[src/rtl/pipe_stage_bank.sv]
// pipe_stage_bank: parametrised payload/valid pipeline register chain
// with stall back-propagation, bubble insertion and per-stage flush.
module pipe_stage_bank #(
  parameter int               WIDTH     = 32,
  parameter int               DEPTH     = 4,
  parameter logic [WIDTH-1:0] RESET_VAL = '0,
  parameter int               CNT_W     = 16
) (
  input  logic                   clk,
  input  logic                   reset,
  input  logic [WIDTH-1:0]       in_data,
  input  logic                   in_valid,
  input  logic [DEPTH-1:0]       stall,
  input  logic [DEPTH-1:0]       flush,
  output logic                   in_ready,
  output logic [DEPTH*WIDTH-1:0] stage_data,
  output logic [DEPTH-1:0]       stage_valid,
  output logic [WIDTH-1:0]       out_data,
  output logic                   out_valid,
  output logic [CNT_W-1:0]       bubble_cnt
);

  logic [WIDTH-1:0] data_q [DEPTH];
  logic [WIDTH-1:0] data_d [DEPTH];
  logic [DEPTH-1:0] valid_q;
  logic [DEPTH-1:0] valid_d;
  logic [DEPTH-1:0] hold;
  logic [DEPTH-1:0] bub;
  logic             bub_hit;

  // a stage holds if it or anything downstream stalls
  always_comb begin
    hold = '0;
    for (int k = 0; k < DEPTH; k++) begin
      logic h;
      h = 1'b0;
      for (int j = k; j < DEPTH; j++)
        h = h | stall[j];
      hold[k] = h;
    end
  end

  always_comb begin
    data_d  = data_q;
    valid_d = valid_q;
    bub     = '0;
    if (!hold[0]) begin
      data_d[0]  = in_data;
      valid_d[0] = in_valid;
    end
    for (int k = 1; k < DEPTH; k++) begin
      if (!hold[k]) begin
        if (hold[k-1]) begin
          valid_d[k] = 1'b0;
          bub[k]     = 1'b1;
        end else begin
          data_d[k]  = data_q[k-1];
          valid_d[k] = valid_q[k-1];
        end
      end
    end
    // flush squashes the valid bit only; payload follows normal rules
    valid_d = valid_d & ~flush;
  end

  assign bub_hit = |(bub & ~flush);

  always_ff @(posedge clk or negedge reset) begin
    if (!reset) begin
      for (int k = 0; k < DEPTH; k++)
        data_q[k] <= RESET_VAL;
      valid_q    <= '0;
      bubble_cnt <= '0;
    end else begin
      data_q  <= data_d;
      valid_q <= valid_d;
      if (bub_hit && bubble_cnt != '1)
        bubble_cnt <= bubble_cnt + CNT_W'(1);
    end
  end

  for (genvar g = 0; g < DEPTH; g++) begin : g_out
    assign stage_data[g*WIDTH +: WIDTH] = data_q[g];
  end

  assign stage_valid = valid_q;
  assign out_data    = data_q[DEPTH-1];
  assign out_valid   = valid_q[DEPTH-1];
  assign in_ready    = ~hold[0];

endmodule

[config.mk]
export PLATFORM = sky130hd
export DESIGN_NAME = pipe_stage_bank
export DESIGN_NICKNAME = d
export VERILOG_FILES = /design/src/rtl/pipe_stage_bank.sv
export SDC_FILE = /design/constraint.sdc
export NUM_CORES = 1
export LEC_CHECK = 0
export CAP_MARGIN = 20
export CORE_MARGIN = 4
export CORE_UTILIZATION = 41
export CTS_BUF_LIST = sky130_fd_sc_hd__clkbuf_4 sky130_fd_sc_hd__clkbuf_8
export CTS_CLUSTER_DIAMETER = 60
export DETAILED_ROUTE_END_ITERATION = 6
export GPL_TIMING_DRIVEN = 0
export PLACE_DENSITY = 0.78
export SYNTH_ARGS = -nofsm -noshare
export SYNTH_HDL_FRONTEND = slang
export SYNTH_SLANG_ARGS = --single-unit
[constraint.sdc]
create_clock -name clk -period 1.6 [get_ports clk]
set_clock_uncertainty 0.05 [all_clocks]
set_input_delay 0.24 -clock clk [delete_from_list [all_inputs] [get_ports clk]]
set_output_delay 0.24 -clock clk [all_outputs]
set_load 0.01 [all_outputs]
==> results.md <==
- For flop-to-flop paths, the worst setup slack is -0.11 ns.
- The top cell type's share of synthesized area is 62.0%.
- The H-tree was split into 4 levels.
- In this run the tool buffered the top-level ports with 223 buffer cells.
- For this run, the slowest stage of the critical path takes 0.43 ns.
- After synthesis the netlist holds a flip-flop and latch count of 148.
- By instance count, the cell type seen most on the critical path is buf_4.
- Data on the critical path is required at its endpoint by 1.91 ns.
- The first-pass GRT wire length is 24900 microns.
- The final reports fail on setup timing.
- The run finished, with violations left.
- Counting every net in the synthesized netlist gives 440.
- The half-perimeter wire length of the detailed placement result is 11300 microns.
- The most used flip-flop cell after synthesis is dfrtp_1.
- The horizontal die dimension is 129 microns.
- The total global routing track utilization is 19.6%.
- The cell area that synthesis handed to floorplanning was 0.00597 sq mm.
- After filler insertion, the fill cell instance count of the layout stands at 1098.
- The clock slew seen by the registers of the worst setup and hold paths is 0.08 ns.
- The worst setup path is captured at a flip-flop.
- The max-slew violation total from the final report is 0.
- The average wire per cell in the routed design is 18.6 microns.
- Traced cell by cell, the critical path runs through ha_4, nand4_1, buf_4, nor4_4, buf_4, nor4b_1, xor2_1.
- The total die area is 0.0166 sq mm.
- The routed via count divided by cell count is 4.86.
- Once layout is complete, the utilization of the core stands at 65.0%.
- The depth of the critical timing path with buffers and inverters included is 7.
- The number of detailed-route iterations in the first pass is 4.
- The clock period minus worst slack is 1.71 ns.
- After synthesis, the most frequently instantiated cells are dfrtp_1, mux2_2, buf_4.
- The part of the Yosys area used for sequential elements is 62.0%.
- The leakage power is 4.47 nW.
- After global routing the overflow that remains totals 0.
- During synthesis, Yosys emitted a total of 0 warnings.
- A synthesized cell averages 15.1 sq um.
- The final period utilization is 107%.
- The number of antenna violations at the first check in global routing is 0.
- The post-synthesis instance total is 396.
- Clock tree synthesis found a total of 148 sinks.
- After synthesis, the share of flip-flops with an asynchronous set or reset is 100%.
- The number of buffers inserted during clock tree synthesis is 17.
- Setup slack on the critical path of the routed design comes to -0.106 ns.
- The CTS tree is done.
- After the last flow step, the layout net total stands at 720.
- The type of the tightest min-delay check is input pin to flip-flop.
- The total wire length after detailed routing is 16200 microns.
- The worst setup path is launched from a flip-flop.
- Clock latency on the worst-skew pair, taken at its later pin, is 0.44 ns.
- The worst pin sits at a relative slew slack of 62.6%.
- The number of antenna diodes in the final layout is 0.
- The clock passes through at most 2 buffers.
- The worst ir drop on vdd is 1.05 mV.
- The synthesized design contains 0 enable-type register cells.
- After floorplanning, the core was sized to cover 0.0141 sq mm.
- The worst endpoint data arrival time is 2.02 ns.
- The share of layout cells above drive strength 1 is 40.9%.
- The number of cells on the worst reg-to-reg path is 7.
- The hold violation count in the final report was 0.
- The tool flagged a number of max-cap violations equal to 0.
- The number of cells traversed by the worst hold path is 3.
- The power density over cell area is 1630 mW/mm^2.
- Setup repair after global routing could not meet its margin everywhere.
- The dominant cell by count in the synthesized netlist is dfrtp_1.
- The leading area contributor after synthesis is dfrtp_1.
- Summing over every cut layer, the via total after detailed routing is 4227.
- The root buffer cell chosen for the clock tree is clkbuf_8.
- The number of I/O pins is 225.
- The row count is 43.
- The synthesis-to-layout area growth is 53.3%.
- On the critical path the largest part of the delay comes from simple AND/OR/NAND/NOR gates.
- The count of distinct cell types in the synthesized netlist is 29.
- The die boundary height is 129 microns.
- The last weighted congestion value of the routability-driven placer is 0.769.
- The total placed instance area is 0.00855 sq mm.
- The critical setup path kind is flip-flop to flip-flop.
- For this configuration, the core starts out at a cell density of 42.4%.
- On the critical path, the stage with the largest delay is an instance of dfrtp_2.
- Entering global routing, the biggest net connects 91 pins.
- In this run the worst path has a maximum fanout of 3.
- The number of design rule violations left after detail routing is 0.
- For this run, the top clock speed supported by timing is 586 MHz.
- The count of nets left with antenna violations once routing finished came out at 0.
- In the post-synthesis netlist, the biggest area contributors are dfrtp_1, mux2_2, buf_4.
- The first-iteration detailed-routing DRC count is 58.
- The number of global-route vias before repair was 4676.
- The cell area after layout is 0.00916 sq mm.
- The setup-violating endpoint count in the final report is 15.
- At the pin with the least slew margin, the transition time is 0.559 ns.
- The sum of buffers and inverters on the critical path is 2.
[layout make-up]
class	instances	area [sq um]	share of cell area, %
Buffer	47	349	3.81
Clock buffer	20	263	2.87
Clock inverter	12	131	1.43
Inverter	1	3.75	0.0410
Multi-Input combinational cell	199	2130	23.2
Sequential cell	148	3710	40.5
Tap cell	180	225	2.46
Timing Repair Buffer	262	2350	25.6
[per-stage QoR]
step	instances	TNS (ns)	hold WS (ns)	power (mW)	worst slack, ns
after floorplan	396	-0.610	-0.106	8.78	-0.125
after global placement	799	-928.93	0.455	13.0	-6.06
after detailed placement	800	-115.81	0.192	13.2	-1.16
after CTS	860	-1.38	0.0702	15.0	-0.137
after global routing	869	-2.08	0.0820	15.9	-0.195
final	869	-0.775	0.103	15.0	-0.106
[sequential cells by signal, summed over array words and instances, names as in the netlist]
signal and flops:
stage_valid 4, stage_data 96, bubble_cnt 16, out_data 32
[power breakdown]
group          internal, mW  switching (mW)
sequential             5.10            1.04
clock                  1.46            1.42
combinational          3.47            2.47
[cell families after synthesis]
family                     synth area share [%]
AOI/OAI and AO/OA                         0.628
xor gates and xnor gates                   2.20
adders and majority gates                 0.209
buffers and inverters                      5.30
DFF                                        62.0
muxes                                      24.5
and+or+nand+nor                            5.17
[worst paths after layout]
kind	start	end
min reg2reg	stage_data[13]	stage_data[45]
max reg2reg	bubble_cnt[0]	bubble_cnt[6]
max in group asynchronous	reset	stage_data[2]
max	bubble_cnt[0]	bubble_cnt[6]
min in group asynchronous	reset	stage_data[94]
min	stall[3]	stage_valid[3]
[cell usage in the layout, fill, tap and decap left out, drive strengths merged]
| cell type | synthesis | routed |
|---|---|---|
| mux2 | 129 | 129 |
| clkinv | 0 | 5 |
| a311oi | 1 | 1 |
| nand3 | 4 | 4 |
| nor4 | 8 | 8 |
| clkbuf | 8 | 31 |
| nand3b | 1 | 1 |
| mux2i | 1 | 1 |
| nor2 | 5 | 5 |
| dlygate4sd3 | 0 | 1 |
| dfrtp | 148 | 148 |
| nand2 | 7 | 7 |
| inv | 1 | 2 |
| nand4 | 6 | 6 |
| o21ai | 1 | 1 |
| clkdlybuf4s15 | 0 | 26 |
| ha | 1 | 1 |
| and4 | 1 | 1 |
| nor4b | 3 | 3 |
| clkdlybuf4s50 | 0 | 37 |
| a21oi | 2 | 2 |
| dlygate4sd2 | 0 | 154 |
| nor3 | 7 | 7 |
| clkinvlp | 0 | 4 |
| bufinv | 0 | 2 |
| or2 | 1 | 1 |
| nor3b | 2 | 2 |
| xor2 | 15 | 15 |
| nand2b | 1 | 1 |
| buf | 40 | 80 |
| a22oi | 1 | 1 |
| and3 | 2 | 2 |
[routing by layer]
layer  track usage (%)  up-vias  share of wire, %
li1                  -     1934                 -
met1              21.4     2112                37
met2              33.2      163                51
met3              10.1       18                11
met4              6.30        0               1.6
met5                 0        -                 0
[timing repair]
| item | in CTS | in global routing |
|---|---|---|
| buffers inserted | 28 | 9 |
| pin swaps | 13 | 17 |
| hold endpoints to repair | 58 | 0 |
| gates resized for setup | 221 | 39 |
| endpoints found under the setup margin | 317 | 68 |
| hold buffers | 1 | 0 |
[worst register-to-register path, stage by stage (launching register included)]
cell and delay [ns]:
dfrtp_2 0.43, ha_4 0.17, nand4_1 0.12, buf_4 0.16, nor4_4 0.05, buf_4 0.16
nor4b_1 0.32, xor2_1 0.17
Power figures use the tool's default switching activity.
